`src/rtl/framebuffer_fill_writer_if.sv`:
```
//==============================================================================
// framebuffer_fill_writer_if: fill-command handshake and image-RAM write port.
// Rev 1.0
//==============================================================================
`default_nettype none

interface framebuffer_fill_writer_if #(
  parameter int DATA_WIDTH    = 9,
  parameter int ADDRESS_WIDTH = 20
);
  logic                     cmdValid;
  logic                     cmdReady;
  logic [9:0]               cmdX;
  logic [9:0]               cmdY;
  logic [9:0]               cmdW;
  logic [9:0]               cmdH;
  logic [DATA_WIDTH-1:0]    cmdColor;
  logic                     stall;
  logic                     wEn;
  logic [ADDRESS_WIDTH-1:0] addr;
  logic [DATA_WIDTH-1:0]    wData;
  logic                     busy;
  logic                     done;

  modport master (
    output cmdValid, cmdX, cmdY, cmdW, cmdH, cmdColor, stall,
    input  cmdReady, wEn, addr, wData, busy, done
  );

  modport slave (
    input  cmdValid, cmdX, cmdY, cmdW, cmdH, cmdColor, stall,
    output cmdReady, wEn, addr, wData, busy, done
  );
endinterface

`default_nettype wire

```
`src/rtl/framebuffer_fill_writer.sv`:
```
//==============================================================================
// framebuffer_fill_writer: clipped rectangle fill, one pixel per unstalled cycle.
// Rev 1.0
//==============================================================================
`default_nettype none

module framebuffer_fill_writer #(
  parameter int WIDTH         = 640,
  parameter int HEIGHT        = 480,
  parameter int DATA_WIDTH    = 9,
  parameter int ADDRESS_WIDTH = 20
) (
  input  wire logic              clk,
  input  wire logic              reset,
  framebuffer_fill_writer_if.slave bus
);

  localparam logic [1:0] c_S_IDLE  = 2'd0;
  localparam logic [1:0] c_S_SETUP = 2'd1;
  localparam logic [1:0] c_S_WRITE = 2'd2;
  localparam logic [1:0] c_S_DONE  = 2'd3;

  localparam logic [10:0]              c_WIDTH11  = 11'(WIDTH);
  localparam logic [10:0]              c_HEIGHT11 = 11'(HEIGHT);
  localparam logic [ADDRESS_WIDTH-1:0] c_ROW_STEP = ADDRESS_WIDTH'(WIDTH);

  logic [1:0]               state_q, state_d;
  logic [9:0]               x_q, y_q, w_q, h_q;
  logic [DATA_WIDTH-1:0]    color_q;
  logic [9:0]               col_q, col_d;
  logic [9:0]               row_q, row_d;
  logic [10:0]              x_end_q, x_end_d;
  logic [10:0]              y_end_q, y_end_d;
  logic [ADDRESS_WIDTH-1:0] row_base_q, row_base_d;
  logic                     wen_q, wen_d;
  logic [ADDRESS_WIDTH-1:0] addr_q, addr_d;
  logic [DATA_WIDTH-1:0]    wdata_q, wdata_d;
  logic                     busy_q, busy_d;
  logic                     done_q, done_d;

  logic        w_accept;
  logic        w_degenerate;
  logic        w_last_col;
  logic        w_last_row;
  logic [10:0] w_x_sum;
  logic [10:0] w_y_sum;

  assign w_accept     = bus.cmdValid && (state_q == c_S_IDLE);
  assign w_x_sum      = {1'b0, x_q} + {1'b0, w_q};
  assign w_y_sum      = {1'b0, y_q} + {1'b0, h_q};
  assign w_degenerate = (w_q == 10'd0) || (h_q == 10'd0) ||
                        ({1'b0, x_q} >= c_WIDTH11) || ({1'b0, y_q} >= c_HEIGHT11);
  assign w_last_col   = ({1'b0, col_q} == (x_end_q - 11'd1));
  assign w_last_row   = ({1'b0, row_q} == (y_end_q - 11'd1));

  always_ff @(posedge clk) begin
    if (reset) begin
      state_q    <= c_S_IDLE;
      x_q        <= '0;
      y_q        <= '0;
      w_q        <= '0;
      h_q        <= '0;
      color_q    <= '0;
      col_q      <= '0;
      row_q      <= '0;
      x_end_q    <= '0;
      y_end_q    <= '0;
      row_base_q <= '0;
      wen_q      <= 1'b0;
      addr_q     <= '0;
      wdata_q    <= '0;
      busy_q     <= 1'b0;
      done_q     <= 1'b0;
    end else begin
      state_q    <= state_d;
      if (w_accept) begin
        x_q     <= bus.cmdX;
        y_q     <= bus.cmdY;
        w_q     <= bus.cmdW;
        h_q     <= bus.cmdH;
        color_q <= bus.cmdColor;
      end
      col_q      <= col_d;
      row_q      <= row_d;
      x_end_q    <= x_end_d;
      y_end_q    <= y_end_d;
      row_base_q <= row_base_d;
      wen_q      <= wen_d;
      addr_q     <= addr_d;
      wdata_q    <= wdata_d;
      busy_q     <= busy_d;
      done_q     <= done_d;
    end
  end

  always_comb begin
    state_d = state_q;
    case (state_q)
      c_S_IDLE:  if (w_accept) state_d = c_S_SETUP;
      c_S_SETUP: state_d = w_degenerate ? c_S_DONE : c_S_WRITE;
      c_S_WRITE: if (!bus.stall && w_last_col && w_last_row) state_d = c_S_DONE;
      c_S_DONE:  state_d = c_S_IDLE;
      default:   state_d = c_S_IDLE;
    endcase
  end

  // The only multiply happens in SETUP; rows advance by adding WIDTH.
  always_comb begin
    col_d      = col_q;
    row_d      = row_q;
    x_end_d    = x_end_q;
    y_end_d    = y_end_q;
    row_base_d = row_base_q;
    wen_d      = 1'b0;
    addr_d     = addr_q;
    wdata_d    = wdata_q;
    busy_d     = (state_q != c_S_IDLE);
    done_d     = (state_q == c_S_DONE);
    case (state_q)
      c_S_SETUP: begin
        x_end_d    = (w_x_sum > c_WIDTH11)  ? c_WIDTH11  : w_x_sum;
        y_end_d    = (w_y_sum > c_HEIGHT11) ? c_HEIGHT11 : w_y_sum;
        row_base_d = ADDRESS_WIDTH'(y_q) * c_ROW_STEP;
        col_d      = x_q;
        row_d      = y_q;
      end
      c_S_WRITE: begin
        if (!bus.stall) begin
          wen_d   = 1'b1;
          addr_d  = row_base_q + ADDRESS_WIDTH'(col_q);
          wdata_d = color_q;
          if (w_last_col) begin
            col_d      = x_q;
            row_d      = row_q + 10'd1;
            row_base_d = row_base_q + c_ROW_STEP;
          end else begin
            col_d = col_q + 10'd1;
          end
        end
      end
      default: ;
    endcase
  end

  assign bus.cmdReady = (state_q == c_S_IDLE);
  assign bus.wEn      = wen_q;
  assign bus.addr     = addr_q;
  assign bus.wData    = wdata_q;
  assign bus.busy     = busy_q;
  assign bus.done     = done_q;

endmodule

`default_nettype wire

```
`src/flat_wrapper.sv`:
```
// flat-port wrapper written by rule: the top's interface ports become plain ports
module framebuffer_fill_writer_flat 
#(
  parameter int WIDTH         = 640,
  parameter int HEIGHT        = 480,
  parameter int DATA_WIDTH    = 9,
  parameter int ADDRESS_WIDTH = 20
)
  (clk, reset, bus_cmdValid, bus_cmdX, bus_cmdY, bus_cmdW, bus_cmdH, bus_cmdColor, bus_stall, bus_cmdReady, bus_wEn, bus_addr, bus_wData, bus_busy, bus_done);
  framebuffer_fill_writer_if #(.DATA_WIDTH(DATA_WIDTH), .ADDRESS_WIDTH(ADDRESS_WIDTH)) bus_i ();
  input  wire logic clk;
  input  wire logic reset;
  input wire logic [$bits(bus_i.cmdValid)-1:0] bus_cmdValid;
  input wire logic [$bits(bus_i.cmdX)-1:0] bus_cmdX;
  input wire logic [$bits(bus_i.cmdY)-1:0] bus_cmdY;
  input wire logic [$bits(bus_i.cmdW)-1:0] bus_cmdW;
  input wire logic [$bits(bus_i.cmdH)-1:0] bus_cmdH;
  input wire logic [$bits(bus_i.cmdColor)-1:0] bus_cmdColor;
  input wire logic [$bits(bus_i.stall)-1:0] bus_stall;
  output wire logic [$bits(bus_i.cmdReady)-1:0] bus_cmdReady;
  output wire logic [$bits(bus_i.wEn)-1:0] bus_wEn;
  output wire logic [$bits(bus_i.addr)-1:0] bus_addr;
  output wire logic [$bits(bus_i.wData)-1:0] bus_wData;
  output wire logic [$bits(bus_i.busy)-1:0] bus_busy;
  output wire logic [$bits(bus_i.done)-1:0] bus_done;
  assign bus_i.cmdValid = bus_cmdValid;
  assign bus_i.cmdX = bus_cmdX;
  assign bus_i.cmdY = bus_cmdY;
  assign bus_i.cmdW = bus_cmdW;
  assign bus_i.cmdH = bus_cmdH;
  assign bus_i.cmdColor = bus_cmdColor;
  assign bus_i.stall = bus_stall;
  assign bus_cmdReady = bus_i.cmdReady;
  assign bus_wEn = bus_i.wEn;
  assign bus_addr = bus_i.addr;
  assign bus_wData = bus_i.wData;
  assign bus_busy = bus_i.busy;
  assign bus_done = bus_i.done;
  framebuffer_fill_writer #(.WIDTH(WIDTH), .HEIGHT(HEIGHT), .DATA_WIDTH(DATA_WIDTH), .ADDRESS_WIDTH(ADDRESS_WIDTH)) u_core (.clk(clk), .reset(reset), .bus(bus_i));
endmodule
```
`config.mk`:
```
export PLATFORM = sky130hd
export DESIGN_NAME = framebuffer_fill_writer_flat
export DESIGN_NICKNAME = d
export VERILOG_FILES = /design/src/rtl/framebuffer_fill_writer_if.sv /design/src/rtl/framebuffer_fill_writer.sv /design/src/flat_wrapper.sv
export SDC_FILE = /design/constraint.sdc
export NUM_CORES = 1
export LEC_CHECK = 0
export CAP_MARGIN = 0
export CELL_PAD_IN_SITES_DETAIL_PLACEMENT = 1
export CELL_PAD_IN_SITES_GLOBAL_PLACEMENT = 1
export CORE_UTILIZATION = 46
export CTS_CLUSTER_SIZE = 12
export DETAILED_ROUTE_END_ITERATION = 8
export GPL_TIMING_DRIVEN = 0
export HOLD_SLACK_MARGIN = 0.1
export PLACE_DENSITY = 0.95
export SYNTH_ARGS = -nofsm -noshare
export SYNTH_HDL_FRONTEND = slang
export SYNTH_SLANG_ARGS = --single-unit
```
`constraint.sdc`:
```
create_clock -name clk -period 7.9 [get_ports clk]
set_clock_uncertainty 0.05 [all_clocks]
set_input_delay 1.185 -clock clk [delete_from_list [all_inputs] [get_ports clk]]
set_output_delay 1.185 -clock clk [all_outputs]
set_load 0.02 [all_outputs]
```
==> results.sh, run 1 <==
export IMPL_yosys_warnings=0
export IMPL_std_cell_rows=47
export IMPL_avgRoutedWirePerCell_um=22.48
export IMPL_async_reset_ff_share_pct=0
export IMPL_die_x_um=131.8
export IMPL_wl_um=29560
export IMPL_synth_edf_count=0
export IMPL_num_vias=8248
export IMPL_peakVddDrop_mv=0.1776
export IMPL_crit_path_cell_trace="inv_1 > ha_1 > nor3b_1 > nand3_1 > xnor2_1 > nand4_1 > nor3_1 > a31oi_1 > a2111oi_0 > a211oi_1"
export IMPL_ys_seq_elements=138
export IMPL_final_nets=1186
export IMPL_antenna_left=0
export IMPL_min_from="u_core.bus.addr[9]"
export IMPL_clkSinkCount=138
export IMPL_cts_buffer_depth=2
export IMPL_die_h_um=131.8
export IMPL_post_cts_resized=0
export IMPL_hold_viol=0
export IMPL_clockRootBuffer="clkbuf_16"
export IMPL_yosys_most_used_dff="dfxtp_1"
export IMPL_drt_initial_drc_count=605
export IMPL_fmax_mhz=266.4
export IMPL_max_cap_violations=0
export IMPL_reg2regPathDepth=10
export IMPL_slowest_delay_ns=0.60
export IMPL_hpwl_um=19210
export IMPL_synthCells=979
export IMPL_p_int_mw=1.843
export IMPL_start_kind="register"
export IMPL_via_per_inst=6.272
export IMPL_track_usage_pct=34.74
export IMPL_outcome="finished, final reports clean"
export IMPL_synth_area_per_cell_um2=7.921
export IMPL_cts_made_buffers=17
export IMPL_grt_pass1_vias=8799
export IMPL_drc=0
export IMPL_yosysSeqAreaShare_pct=35.62
export IMPL_finalSetupViolations=0
export IMPL_fp_coreArea_mm2=0.01652
export IMPL_cts_setup_buffers=0
export IMPL_pwr_share_comb_pct=42.8
export IMPL_arrival_ns=3.97
export IMPL_clkPwrFrac_pct=25.8
export IMPL_sequentialPowerShare_pct=31.5
export IMPL_hp_class="reg -> reg"
export IMPL_tightestPinTransition_ns=0.7803
export IMPL_critPathSlowestCell="nor3_1"
export IMPL_cts_clk_slew_worst_paths_ns=0.06
export IMPL_grt_overflow_total=0
export IMPL_stdcell_count=1315
export IMPL_rsz0062_at_grt="no"
export IMPL_slew_viol_final=0
export IMPL_switching_share_pct=43.45
export IMPL_clk_latency_ns=0.44
export IMPL_rr_startpoint="u_core.x_end_q[0]"
export IMPL_pwr_density_cell_mw_per_mm2=344.2
export IMPL_worst_setup_path_end_kind="register"
export IMPL_start_util_pct=46.93
export IMPL_switching_power_mw=1.416
export IMPL_first_pass_iters=5
export IMPL_startpoint="u_core.x_end_q[0]"
export IMPL_syn_to_final_growth_pct=22.10
export IMPL_syn_area_mm2=0.007755
export IMPL_cts_max_level=4
export IMPL_cts_hold_buf=0
export IMPL_grt_pass1_wl_um=47210
export IMPL_p_leak_nw=3.518
export IMPL_cp_required_ns=8.12
export IMPL_crit_fanout=6
export IMPL_hold_depth=2
export IMPL_path_class="reg -> reg"
export IMPL_setup_slack_ns=4.146
export IMPL_dp_slack_ns=4.071
export IMPL_slew_headroom_pct=47.98
export IMPL_finalSetupTns_ns=0
export IMPL_place_inst=1283
export IMPL_drive_gt1_share_pct=5.023
export IMPL_die_area_mm2=0.01738
export IMPL_antenna_found_initial=0
export IMPL_cts_tree="yes"
export IMPL_finalCritPeriodShare_pct=47.52
export IMPL_synth_fp_nets=1083
export IMPL_gp_congestion=0.9177
export IMPL_ys_types=67
export IMPL_antenna_cells=0
export IMPL_grt_max_degree=17
export IMPL_numPortBuffers=84
export IMPL_min_period_ns=3.754
export IMPL_ios=86
==> through the flow <==
| stage | power [mW] | hold WS, ns | instance area, um2 | util [%] |
|---|---|---|---|---|
| floorplan | 1.887 | 0.3821 | 7755 | - |
| global placement | 2.216 | 0.3870 | 8871 | 53.68 |
| detailed placement | 2.299 | 0.3962 | 8871 | 53.68 |
| CTS | 3.218 | 0.4054 | 9469 | 57.30 |
| global route | 3.391 | 0.4308 | 9469 | 57.30 |
| finish | 3.259 | 0.4033 | 9469 | 57.30 |
==> power by group through the flow <==
| stage | clock network [mW] | registers [mW] | logic (mW) |
|---|---|---|---|
| 2_1_floorplan | 0 | 0.968 | 0.919 |
| 3_3_place_gp | 0 | 1.01 | 1.21 |
| 3_5_place_dp | 0 | 1.02 | 1.28 |
| 4_1_cts | 0.839 | 1.01 | 1.37 |
| 5_1_grt | 0.865 | 1.03 | 1.49 |
| 6_report | 0.840 | 1.03 | 1.39 |
==> final timing paths <==
path / end / slack (ns)
min reg2reg: u_core.bus.addr[9] / 0.40
min: u_core.bus.addr[9] / 0.40
max: u_core.state_q[0] / 4.15
max reg2reg: u_core.state_q[0] / 4.15
==> state kept, by name, summed over array words and instances (netlist names) <==
register / cells
u_core.bus.wEn: 1
u_core.row_base_q: 13
u_core.color_q: 9
u_core.bus.busy: 1
u_core.bus.done: 1
u_core.x_end_q: 11
u_core.w_q: 10
u_core.y_end_q: 11
u_core.x_q: 10
u_core.bus.wData: 9
u_core.state_q: 2
u_core.h_q: 10
u_core.bus.addr: 20
u_core.row_q: 10
u_core.y_q: 10
u_core.col_q: 10
==> routing by layer <==
layer	vias to the layer above	global-route usage [%]	share of wire, %
met5	-	0	0
met3	157	6.920	7.1
li1	3683	-	-
met4	0	24.94	5.5
met1	3969	39.23	38
met2	439	58.67	49
==> layout by cell type (no fill, tap or decap), drive strengths merged, types with 6 or more instances in the layout <==
cell type / synthesis / layout
nand2: 195 / 195
dfxtp: 138 / 138
a21oi: 107 / 107
clkdlybuf4s50: 0 / 84
nor2: 63 / 63
clkbuf: 41 / 59
ha: 48 / 48
o21ai: 37 / 37
xnor2: 36 / 36
inv: 27 / 31
nor3: 30 / 30
a211oi: 23 / 23
xor2: 20 / 20
nand3: 20 / 20
nor2b: 17 / 17
o211ai: 14 / 14
a31oi: 13 / 13
o31ai: 13 / 13
buf: 12 / 12
nand4: 8 / 8
or3: 8 / 8
a21o: 7 / 7
nor4: 7 / 7
nand2b: 6 / 6
a22o: 6 / 6
and2: 6 / 6
or4: 6 / 6
==> cell type report <==
type	count	area, um2
flip-flops and latches	138	2763
repair buffers	84	840.8
fillers	1993	7056
inverters	27	101.3
clock buffers	18	429.2
plain buffers	53	225.2
clock inverters	14	168.9
well taps	220	275.3
multi-input cells	761	4666
==> logic make-up (layout without fill, tap and decap cells) <==
family	after synthesis	in the layout	synth area share (%)
buf+inv	80	196	4.211
simple gates	389	389	22.98
mux	7	7	0.9358
flops	138	138	35.62
compound gates	258	258	21.41
xor+xnor	56	56	6.325
fa+ha+maj	51	51	8.519
==> synth_stat cells, types with 6 or more instances <==
master    count  area share, %
a211oi_1     21            2.0
a21o_1        7           0.68
a21oi_1     107            6.9
a22o_1        6           0.68
a31oi_1      13            1.0
and2_1        6           0.48
clkbuf_1     41            2.0
dfxtp_1     138             36
ha_1         48            7.7
inv_1        27            1.3
nand2_1     194            9.4
nand2b_1      6           0.48
nand3_1      20            1.3
nand4_1       8           0.65
nor2_1       63            3.0
nor2b_1      17            1.4
nor3_1       28            1.8
nor4_1        6           0.48
o211ai_1     14            1.4
o21ai_0      36            2.3
o31ai_1      12            1.2
or3_1         8           0.65
xnor2_1      36            4.1
xor2_1       20            2.3
==> critical path: cells and delay by family (launching register included) <==
family	cells	cell delay [ns]
compound gates	3	1.00
xor+xnor	1	0.23
fa+ha+maj	1	0.28
buf+inv	1	0.12
flops	1	0.37
simple gates	4	1.54
No activity file was read; power rests on OpenSTA's default activity.
==> run 2: changes to the inputs <==
CORE_UTILIZATION = 38   (was 46)
PLACE_DENSITY = 0.87   (was 0.95)
clock period = 3.43 ns   (was 7.9 ns; I/O delays follow)
==> run 2 against run 1 <==
  * Sequential power grew 130%
  * Cell area rose by 1.0%
  * Maximum frequency up 18%
  * Cell count is 3.4% higher
  * Sequential share of layout area fell by 0.29 points
  * Die area is 21% higher
  * Worst hold slack hardly changed
  * Clock power is 130% higher
  * Flip-flop and latch count unchanged
  * First-iteration DRC count is 21% lower
  * Global-route usage down 9.1 points
==> results.sh, run 2 (synthesis gave the netlist of run 1 again) <==
export IMPL_antenna_left=0
export IMPL_ios=86
export IMPL_largest_reg_flops=20
export IMPL_max_cap_violations=0
export IMPL_tightestPinTransition_ns=0.7771
export IMPL_final_cell_area_mm2=0.009564
export IMPL_antenna_cells=0
export IMPL_die_h_um=144.9
export IMPL_drc=0
export IMPL_final_seq_area_mm2=0.002763
export IMPL_final_common_cell="nand2_1"
export IMPL_setup_slack_ns=0.2465
export IMPL_startpoint="u_core.y_q[1]"
export IMPL_crit_fanout=6
export IMPL_die_x_um=144.9
export IMPL_slew_viol_final=0
export IMPL_wl_um=25290
export IMPL_grt_overflow_total=0
export IMPL_min_period_ns=3.183
export IMPL_rsz0062_at_grt="no"
export IMPL_post_dp_cell_area_mm2=0.008927
export IMPL_numPortBuffers=84
export IMPL_cp_required_ns=3.74
export IMPL_mostFrequentLayoutCells="nand2_1 (194), dfxtp_1 (138), a21oi_1 (107)"
export IMPL_first_pass_iters=5
export IMPL_drt_initial_drc_count=476
export IMPL_grt_max_degree=17
export IMPL_fin_util_pct=48.51
export IMPL_arrival_ns=3.49
export IMPL_place_inst=1328
export IMPL_clockRootBuffer="clkbuf_16"
export IMPL_syn_to_final_growth_pct=23.33
export IMPL_via_per_inst=5.668
export IMPL_crit_path_cell_trace="ha_1 > ha_1 > fa_1 > a21o_1 > a21oi_1 > o21bai_1 > a211o_1 > a31oi_1 > xnor2_1 > o21ai_0 > a211oi_2"
export IMPL_path_delay_family="compound AO/OA/AOI/OAI gates"
export IMPL_hold_viol=0
export IMPL_p_int_mw=4.312
export IMPL_cts_max_level=4
export IMPL_clk_latency_ns=0.44
export IMPL_cp_num_buf_inv=0
export IMPL_multi_input_area_mm2=0.004676
export IMPL_final_nets=1186
export IMPL_fmax_mhz=314.1
export IMPL_fillers=2410
export IMPL_dp_slack_ns=0.1246
export IMPL_track_usage_pct=25.63
export IMPL_hpwl_um=18540
export IMPL_cts_tree="yes"
export IMPL_grt_pass1_vias=7976
export IMPL_stdcell_count=1360
export IMPL_finalSetupTns_ns=0
export IMPL_slowest_delay_ns=0.55
export IMPL_pwr_share_comb_pct=41.3
export IMPL_grt_pass1_wl_um=40960
export IMPL_hp_class="reg -> reg"
export IMPL_die_area_mm2=0.02098
export IMPL_antenna_found_initial=0
export IMPL_switching_power_mw=2.991
export IMPL_slew_headroom_pct=48.19
export IMPL_cts_clk_slew_worst_paths_ns=0.06
export IMPL_finalSetupViolations=0
export IMPL_outcome="finished, final reports clean"
export IMPL_cts_hold_buf=0
export IMPL_sequentialPowerShare_pct=31.7
export IMPL_gp_congestion=0.8810
export IMPL_finalCritPeriodShare_pct=92.81
export IMPL_switching_share_pct=40.95
export IMPL_clkPwrFrac_pct=26.9
export IMPL_rr_startpoint="u_core.y_q[1]"
export IMPL_worst_path_most_repeated_cell="ha_1"
export IMPL_std_cell_rows=51
export IMPL_drive_gt1_share_pct=5.205
export IMPL_critPathSlowestCell="dfxtp_1"
export IMPL_start_util_pct=39.33
export IMPL_peakVddDrop_mv=0.4566
export IMPL_clkSinkCount=138
export IMPL_p_leak_nw=3.518
export IMPL_start_kind="register"
export IMPL_fp_coreArea_mm2=0.01972
export IMPL_cts_buffer_depth=2
export IMPL_path_class="reg -> reg"
export IMPL_pwr_density_cell_mw_per_mm2=763.6
export IMPL_num_vias=7709
export IMPL_cts_made_buffers=17
export IMPL_avgRoutedWirePerCell_um=18.59
export IMPL_min_from="u_core.bus.addr[9]"
export IMPL_worst_setup_path_end_kind="register"
-- run 2: area by class of cell --
type / count / share of cell area [%]
Inverter: 27 / 1.060
Clock buffer: 18 / 4.487
Clock inverter: 14 / 2.067
Timing Repair Buffer: 84 / 8.791
Tap cell: 265 / 3.467
Sequential cell: 138 / 28.89
Multi-Input combinational cell: 761 / 48.89
Buffer: 53 / 2.355
-- run 2: power groups by stage --
stage / clock network [mW] / logic [mW] / registers [mW]
after global placement: 0 / 2.82 / 2.32
after CTS: 1.99 / 2.99 / 2.30
after floorplan: 0 / 2.12 / 2.23
final: 1.97 / 3.02 / 2.32
after detailed placement: 0 / 2.93 / 2.33
after global routing: 2.06 / 3.35 / 2.36
-- run 2: per-stage QoR --
step           hold slack (ns)  power [mW]
2_1_floorplan           0.3821       4.345
3_5_place_dp            0.3979       5.255
6_report                0.4036       7.303
5_1_grt                 0.4265       7.774
3_3_place_gp            0.3902       5.134
4_1_cts                 0.4073       7.287
-- run 2: worst min-delay path, cell delays in order, from the launching register on --
cell,delay [ns]
dfxtp_1,0.31
nand2_1,0.05
a21oi_1,0.05
-- run 2: timing repair --
action / 4_1_cts / 5_1_grt
resized for setup: 0 / 3
buffers inserted: 0 / 0
endpoints found under the setup margin: 0 / 11
-- run 2: worst paths after layout --
| kind | endpoint | slack, ns | depth (start not counted) |
|---|---|---|---|
| worst max register to register | u_core.row_base_q[18] | 0.25 | 11 |
| worst min register to register | u_core.bus.addr[9] | 0.40 | 2 |
| worst max-delay path | u_core.row_base_q[18] | 0.25 | 11 |
| worst min-delay path | u_core.bus.addr[9] | 0.40 | 2 |
-- run 2: metal layers --
metal  wire length [um]  track usage, %  up-vias
li1                   -               -     3678
met1              11180           31.67     3761
met2              12320           43.90      217
met3               1151           4.442       53
met4                640           10.47        0
met5                  0               0        -
